**src/rtl/muldiv_pkg.sv**
```systemverilog
// Shared definitions for the iterative multiply/divide unit: op codes, FSM states, op decode helpers.
package muldiv_pkg;

  localparam logic [2:0] OP_MULT  = 3'b000;
  localparam logic [2:0] OP_MULTU = 3'b001;
  localparam logic [2:0] OP_DIV   = 3'b010;
  localparam logic [2:0] OP_DIVU  = 3'b011;
  localparam logic [2:0] OP_MTHI  = 3'b100;
  localparam logic [2:0] OP_MTLO  = 3'b101;
  localparam logic [2:0] OP_MADD  = 3'b110;
  localparam logic [2:0] OP_MSUB  = 3'b111;

  typedef enum logic [1:0] {
    ST_IDLE = 2'd0,
    ST_RUN  = 2'd1,
    ST_FIX  = 2'd2
  } state_t;

  function automatic logic op_is_signed(input logic [2:0] op);
    return (op == OP_MULT) || (op == OP_DIV) || (op == OP_MADD) || (op == OP_MSUB);
  endfunction

  function automatic logic op_is_div(input logic [2:0] op);
    return (op == OP_DIV) || (op == OP_DIVU);
  endfunction

endpackage

```
**src/rtl/muldiv_if.sv**
```systemverilog
// Pipeline-side handshake bundle for muldiv_unit: request/operands in, busy/done and HI/LO out.
interface muldiv_if #(parameter int WIDTH = 32);
  logic             start;
  logic [2:0]       op;
  logic [WIDTH-1:0] a;
  logic [WIDTH-1:0] b;
  logic             flush;
  logic             busy;
  logic             done;
  logic [WIDTH-1:0] hi;
  logic [WIDTH-1:0] lo;

  modport master (output start, op, a, b, flush, input busy, done, hi, lo);
  modport slave  (input start, op, a, b, flush, output busy, done, hi, lo);
endinterface

```
**src/rtl/muldiv_core.sv**
```systemverilog
// Unsigned radix-2 datapath shared by multiply (shift/add) and divide (restoring subtract).
// One step per cycle while 'step' is high; 'last' flags the final (WIDTH-th) step.
module muldiv_core #(
  parameter int WIDTH = 32
) (
  input  logic             clk,
  input  logic             load,
  input  logic             div,
  input  logic [WIDTH-1:0] load_lo,
  input  logic [WIDTH-1:0] load_d,
  input  logic             step,
  output logic             last,
  output logic [WIDTH-1:0] res_hi,
  output logic [WIDTH-1:0] res_lo
);
  localparam int CNT_W = $clog2(WIDTH) + 1;

  logic [WIDTH-1:0] acc_hi, acc_lo, opd;
  logic             div_r;
  logic [CNT_W-1:0] cnt;
  logic [WIDTH:0]   sum, shifted, diff;
  logic [WIDTH-1:0] step_hi, step_lo;

  // NOTE: combinational logic uses blocking '=', sequential state uses non-blocking '<='.
  always_comb begin
    sum     = {1'b0, acc_hi} + (acc_lo[0] ? {1'b0, opd} : '0);
    shifted = {acc_hi, acc_lo[WIDTH-1]};
    diff    = shifted - {1'b0, opd};
    if (div_r) begin
      // Restore when the trial subtract goes negative; quotient bit enters at the bottom.
      step_hi = diff[WIDTH] ? shifted[WIDTH-1:0] : diff[WIDTH-1:0];
      step_lo = {acc_lo[WIDTH-2:0], ~diff[WIDTH]};
    end else begin
      step_hi = sum[WIDTH:1];
      step_lo = {sum[0], acc_lo[WIDTH-1:1]};
    end
  end

  // NOTE: pure datapath registers need no reset; every operation reloads them via 'load'.
  always_ff @(posedge clk) begin
    if (load) begin
      acc_hi <= '0;
      acc_lo <= load_lo;
      opd    <= load_d;
      div_r  <= div;
      cnt    <= '0;
    end else if (step) begin
      acc_hi <= step_hi;
      acc_lo <= step_lo;
      cnt    <= cnt + CNT_W'(1);
    end
  end

  assign last   = (cnt == CNT_W'(WIDTH - 1));
  assign res_hi = acc_hi;
  assign res_lo = acc_lo;

endmodule

```
**src/rtl/muldiv_unit.sv**
```systemverilog
// Iterative multiply/divide unit owning HI/LO, with start/busy/done handshake and flush.
// Optional MADD/MSUB accumulate path is enabled by defining MULDIV_ACCUM_EN.
module muldiv_unit
  import muldiv_pkg::*;
#(
  parameter int WIDTH = 32
) (
  input logic      clk,
  input logic      rst_n,
  muldiv_if.slave  bus
);
  state_t             state, state_n;
  logic [2:0]         op_r;
  logic               neg_q, neg_r, dz_r;
  logic [WIDTH-1:0]   a_r, hi_r, lo_r;
  logic               done_r;

  logic               accept, mt_hi, mt_lo, wr_hilo;
  logic               sgn_in, div_in, div_zero;
  logic [WIDTH-1:0]   mag_a, mag_b, core_hi, core_lo, wr_hi, wr_lo;
  logic [2*WIDTH-1:0] prod_s;
  logic               core_last;

  always_comb begin
    sgn_in   = op_is_signed(bus.op);
    div_in   = op_is_div(bus.op);
    mag_a    = (sgn_in && bus.a[WIDTH-1]) ? -bus.a : bus.a;
    mag_b    = (sgn_in && bus.b[WIDTH-1]) ? -bus.b : bus.b;
    div_zero = div_in && (bus.b == '0);
  end

  // NOTE: every always_comb output gets a default first so no path infers a latch.
  always_comb begin
    state_n = state;
    accept  = 1'b0;
    mt_hi   = 1'b0;
    mt_lo   = 1'b0;
    case (state)
      ST_IDLE: begin
        if (bus.start && !bus.flush) begin
          case (bus.op)
            OP_MTHI: mt_hi = 1'b1;
            OP_MTLO: mt_lo = 1'b1;
            OP_MULT, OP_MULTU, OP_DIV, OP_DIVU: accept = 1'b1;
`ifdef MULDIV_ACCUM_EN
            OP_MADD, OP_MSUB: accept = 1'b1;
`endif
            default: ;
          endcase
          if (accept) state_n = div_zero ? ST_FIX : ST_RUN;
        end
      end
      ST_RUN:  state_n = bus.flush ? ST_IDLE : (core_last ? ST_FIX : ST_RUN);
      ST_FIX:  state_n = ST_IDLE;
      default: state_n = ST_IDLE;
    endcase
    wr_hilo = (state == ST_FIX) && !bus.flush;
  end

  muldiv_core #(.WIDTH(WIDTH)) u_core (
    .clk     (clk),
    .load    (accept && !div_zero),
    .div     (div_in),
    .load_lo (div_in ? mag_a : mag_b),
    .load_d  (div_in ? mag_b : mag_a),
    .step    (state == ST_RUN),
    .last    (core_last),
    .res_hi  (core_hi),
    .res_lo  (core_lo)
  );

  // Sign correction and HI/LO write data, consumed only in FIX.
  always_comb begin
    prod_s = neg_q ? -{core_hi, core_lo} : {core_hi, core_lo};
    {wr_hi, wr_lo} = prod_s;
    if (dz_r) begin
      wr_hi = a_r;
      wr_lo = '1;
    end else if (op_is_div(op_r)) begin
      wr_lo = neg_q ? -core_lo : core_lo;
      wr_hi = neg_r ? -core_hi : core_hi;
    end
`ifdef MULDIV_ACCUM_EN
    else if (op_r == OP_MADD) begin
      {wr_hi, wr_lo} = {hi_r, lo_r} + prod_s;
    end else if (op_r == OP_MSUB) begin
      {wr_hi, wr_lo} = {hi_r, lo_r} - prod_s;
    end
`endif
  end

  always_ff @(posedge clk) begin
    if (accept) begin
      op_r  <= bus.op;
      neg_q <= sgn_in && (bus.a[WIDTH-1] ^ bus.b[WIDTH-1]);
      neg_r <= sgn_in && bus.a[WIDTH-1];
      dz_r  <= div_zero;
      a_r   <= bus.a;
    end
  end

  always_ff @(posedge clk) begin
    if (!rst_n) begin
      state  <= ST_IDLE;
      hi_r   <= '0;
      lo_r   <= '0;
      done_r <= 1'b0;
    end else begin
      state  <= state_n;
      done_r <= wr_hilo;
      if (wr_hilo) begin
        hi_r <= wr_hi;
        lo_r <= wr_lo;
      end else begin
        if (mt_hi) hi_r <= bus.a;
        if (mt_lo) lo_r <= bus.a;
      end
    end
  end

  assign bus.busy = (state != ST_IDLE);
  assign bus.done = done_r;
  assign bus.hi   = hi_r;
  assign bus.lo   = lo_r;

endmodule

```
**src/flat_wrapper.sv**
```systemverilog
// flat-port wrapper written by rule: the top's interface ports become plain ports
module muldiv_unit_flat import muldiv_pkg::*;
#(
  parameter int WIDTH = 32
)
  (clk, rst_n, bus_start, bus_op, bus_a, bus_b, bus_flush, bus_busy, bus_done, bus_hi, bus_lo);
  muldiv_if #(.WIDTH(WIDTH)) bus_i ();
  input logic clk;
  input logic rst_n;
  input wire logic [$bits(bus_i.start)-1:0] bus_start;
  input wire logic [$bits(bus_i.op)-1:0] bus_op;
  input wire logic [$bits(bus_i.a)-1:0] bus_a;
  input wire logic [$bits(bus_i.b)-1:0] bus_b;
  input wire logic [$bits(bus_i.flush)-1:0] bus_flush;
  output wire logic [$bits(bus_i.busy)-1:0] bus_busy;
  output wire logic [$bits(bus_i.done)-1:0] bus_done;
  output wire logic [$bits(bus_i.hi)-1:0] bus_hi;
  output wire logic [$bits(bus_i.lo)-1:0] bus_lo;
  assign bus_i.start = bus_start;
  assign bus_i.op = bus_op;
  assign bus_i.a = bus_a;
  assign bus_i.b = bus_b;
  assign bus_i.flush = bus_flush;
  assign bus_busy = bus_i.busy;
  assign bus_done = bus_i.done;
  assign bus_hi = bus_i.hi;
  assign bus_lo = bus_i.lo;
  muldiv_unit #(.WIDTH(WIDTH)) u_core (.clk(clk), .rst_n(rst_n), .bus(bus_i));
endmodule
```
**config.mk**
```make
export PLATFORM = sky130hd
export DESIGN_NAME = muldiv_unit_flat
export DESIGN_NICKNAME = d
export VERILOG_FILES = /design/src/rtl/muldiv_pkg.sv /design/src/rtl/muldiv_if.sv /design/src/rtl/muldiv_core.sv /design/src/rtl/muldiv_unit.sv /design/src/flat_wrapper.sv
export SDC_FILE = /design/constraint.sdc
export NUM_CORES = 1
export LEC_CHECK = 0
export ABC_CLOCK_PERIOD_IN_PS = 20300
export CORE_ASPECT_RATIO = 0.75
export CORE_MARGIN = 5
export CORE_UTILIZATION = 64
export DETAILED_ROUTE_END_ITERATION = 10
export HOLD_SLACK_MARGIN = 0.02
export PLACE_DENSITY = 0.86
export SLEW_MARGIN = 0
export SYNTH_ARGS = -nofsm -noshare
export SYNTH_HDL_FRONTEND = slang
export SYNTH_SLANG_ARGS = --single-unit
```
**constraint.sdc**
```tcl
create_clock -name clk -period 20.3 [get_ports clk]
set_input_delay 6.09 -clock clk [delete_from_list [all_inputs] [get_ports clk]]
set_output_delay 6.09 -clock clk [all_outputs]
set_load 0.05 [all_outputs]
```
==> summary.txt <==
Layout
  – Area Growth Syn to Fin: 13.7%
  – Finished Cell Area: 18400 um2
  – Number of fill cells: 1943
  – Layout Cells excl Fill: 2420
  – # diodes: 0
  – Nets: 2208
  – Share of cells above drive strength 1: 4.90%

Die
  – Die area: 28600 um2
  – Core area: 24900 um2
  – Die Span Y: 148 um
  – Initial Util: 64.9%
  – Row count: 50
  – Top Ports: 137
  – Die Wd: 194 um

Logic synthesis
  – Yosys cell types: 81
  – Count leader, synth: nand2_1
  – Syn_nets: 2146
  – Avg Inst Size Synth: 8.07 um2
  – Synth area leader: edfxtp_1
  – Top FF cell, synth: dfxtp_1
  – Synthesized area: 16200 um2
  – Synth Instances: 2004
  – Ys async rst share: 0%
  – Post-synthesis sequential area ratio: 32.0%
  – Number of flops mapped to enable cells by yosys: 102
  – Seq cells post-synth: 207
  – Top-area cell type share of the netlist area: 19.0%
  – Synth warnings: 0
  – Top cells by count, synth: nand2_1, a21oi_1, nor2_1
  – Synth area leaders: edfxtp_1, dfxtp_1, nand2_1

STA
  – Fmax: 93.9 MHz
  – Fin. max-slew vios: 0
  – Slew headroom: 12.3%
  – Final Hold Viols: 0
  – Setup TNS: 0 ps
  – RSZ-0062 raised after global routing: false
  – Clock skew: 13.2 ps
  – Final period utilization: 52.5%
  – Min Clock Period, post-route: 10650 ps
  – Worst Tran Pin Value: 1300 ps
  – Final Setup Violations: 0

Global routing
  – Grt total ovfl: 0
  – Met1 Use GR: 56.8%
  – Global Route met3 Usage: 9.50%
  – Global-route wire length before repair: 88.5 mm
  – Gr usage total: 38.9%
  – Antenna violations before repair: 1
  – GR Layer Usage met2: 57.2%
  – Busiest grt layer: met2
  – Largest net degree at the start of global routing: 76
  – Number of global-route vias before repair: 15060

Worst setup path
  – Worst Path Arrival: 10870 ps
  – Startpoint types: input port
  – Critical Path Sink Type: flip-flop
  – Crit-path max FO: 75
  – WP data required: 20520 ps
  – Setup CP Type: input port to flip-flop

Detailed routing
  – Via count: 16546
  – Residual DRC: 0
  – Vias per inst: 6.84
  – Wire length per cell: 24.2 um
  – Routed Antenna Nets: 0
  – Drt pass-1 iters: 6
  – Routed wire length: 58.7 mm
  – DR iter-0 viols: 2556

Clocking
  – Post-CTS sizing: 0
  – Post-CTS setup buffers: 0
  – TritonCTS Buffers: 23
  – H-tree levels: 1
  – Clock Pin Slew Worst Setup and Hold Paths: 60 ps
  – CTS Buffer Depth: 3
  – Root Buffer: clkbuf_16
  – CTS Hold Buffers Added: 0
  – Clock sinks: 207
  – Clk Latency, worst-skew pair: 520 ps
  – CTS tree: built

Power
  – Clock Power Share: 26.5%
  – Leak: 7.32 nW
  – Switch share: 40.4%
  – Overall power: 1.62 mW
  – Worst VDD drop: 85.3 uV
  – Psw: 0.656 mW
  – Logic pwr share: 39.0%
  – Pwr Density: 88.4 nW/um2
  – Seq pwr share: 34.4%
  – P_int: 0.969 mW

Placed design
  – Port Buffers: 136
  – DP Area: 17600 um2
  – Hpwl dp: 43.7 mm
  – Final Wtd Congestion: 1.05
  – Cells after DPL: 2379

Hold path
  – HP Class: flip-flop to flip-flop

Outcome
  – Status: finished, final reports clean

Flow run
  – Max_cap viols: 0
[layer usage]
layer  part of all wire (%)  vias to the layer above
met3                     14                      189
li1                       -                     7413
met5                  0.014                        -
met1                     41                     7773
met2                     41                     1169
met4                    4.0                        2
[cell usage in the layout, fill, tap and decap left out, types with 83 or more instances in the layout]
master	n
a21oi_1	193
clkdlybuf4s50_1	136
dfxtp_1	105
edfxtp_1	102
mux2i_1	87
nand2_1	294
nor2_1	143
o21ai_0	131
xnor2_1	83
xor2_1	92
[sequential cells by signal (all words and copies together) (netlist names)]
| signal | flops |
|---|---|
| u_core.dz_r | 1 |
| u_core.a_r | 32 |
| u_core.u_core.div_r | 1 |
| u_core.u_core.res_lo | 32 |
| u_core.neg_r | 1 |
| u_core.bus.done | 1 |
| u_core.neg_q | 1 |
| u_core.op_r | 2 |
| u_core.u_core.cnt | 6 |
| u_core.bus.hi | 32 |
| u_core.state | 2 |
| u_core.bus.lo | 32 |
| u_core.u_core.res_hi | 32 |
| u_core.u_core.opd | 32 |
[final cells by class]
type	count	area (um2)	area share, %
flip-flops and latches	207	5160	28.1
clock buffers	30	664	3.61
inverters	67	251	1.37
repair buffers	152	1480	8.06
well taps	338	423	2.30
multi-input cells	1615	10300	56.0
clock inverters	11	95.1	0.517
[kinds of logic (layout without fill, tap and decap cells)]
family / Yosys count / after routing / synth area share, %
XOR/XNOR: 175 / 175 / 9.48
multiplexers: 95 / 95 / 5.95
AO/OA/AOI/OAI: 583 / 583 / 22.7
flip-flops: 207 / 207 / 32.0
adder cells (fa/ha/maj): 71 / 71 / 5.59
AND/OR/NAND/NOR: 691 / 691 / 19.8
buffers and inverters: 182 / 260 / 4.48
[critical path, stage by stage]
cell and delay, ps:
clkdlybuf4s50_1 510, or4_4 590, or3_4 370, nor3_4 250, nand3_2 220, or4_4 570
nand2_2 80, buf_4 690, inv_2 710, nor2_4 380, inv_1 70, buf_4 280
[worst paths after layout]
kind	start	end	slack, ps	depth (start not counted)
max	bus_b[6]	u_core.u_core.res_lo[6]	9650	12
min reg2reg	u_core.bus.lo[3]	u_core.bus.lo[3]	470	2
min	u_core.bus.lo[3]	u_core.bus.lo[3]	470	2
max reg2reg	u_core.u_core.res_hi[0]	u_core.u_core.res_hi[12]	15270	12
[power groups by stage]
stage	Clock (mW)	Combinational, mW	Sequential, mW
floorplan	0	0.448	0.526
global placement	0	0.598	0.559
detailed placement	0	0.608	0.561
CTS	0.426	0.613	0.553
global route	0.446	0.680	0.559
finish	0.431	0.634	0.559
[through the flow]
| stage | utilization (%) | hold WS [ps] | setup WS [ps] |
|---|---|---|---|
| 5_1_grt | 73.8 | 500 | 9470 |
| 3_3_place_gp | 70.8 | 461 | 9420 |
| 3_5_place_dp | 70.8 | 465 | 9280 |
| 4_1_cts | 73.8 | 476 | 9790 |
| 6_report | 73.8 | 475 | 9650 |
| 2_1_floorplan | - | 454 | 9390 |
Power figures use the tool's default switching activity.
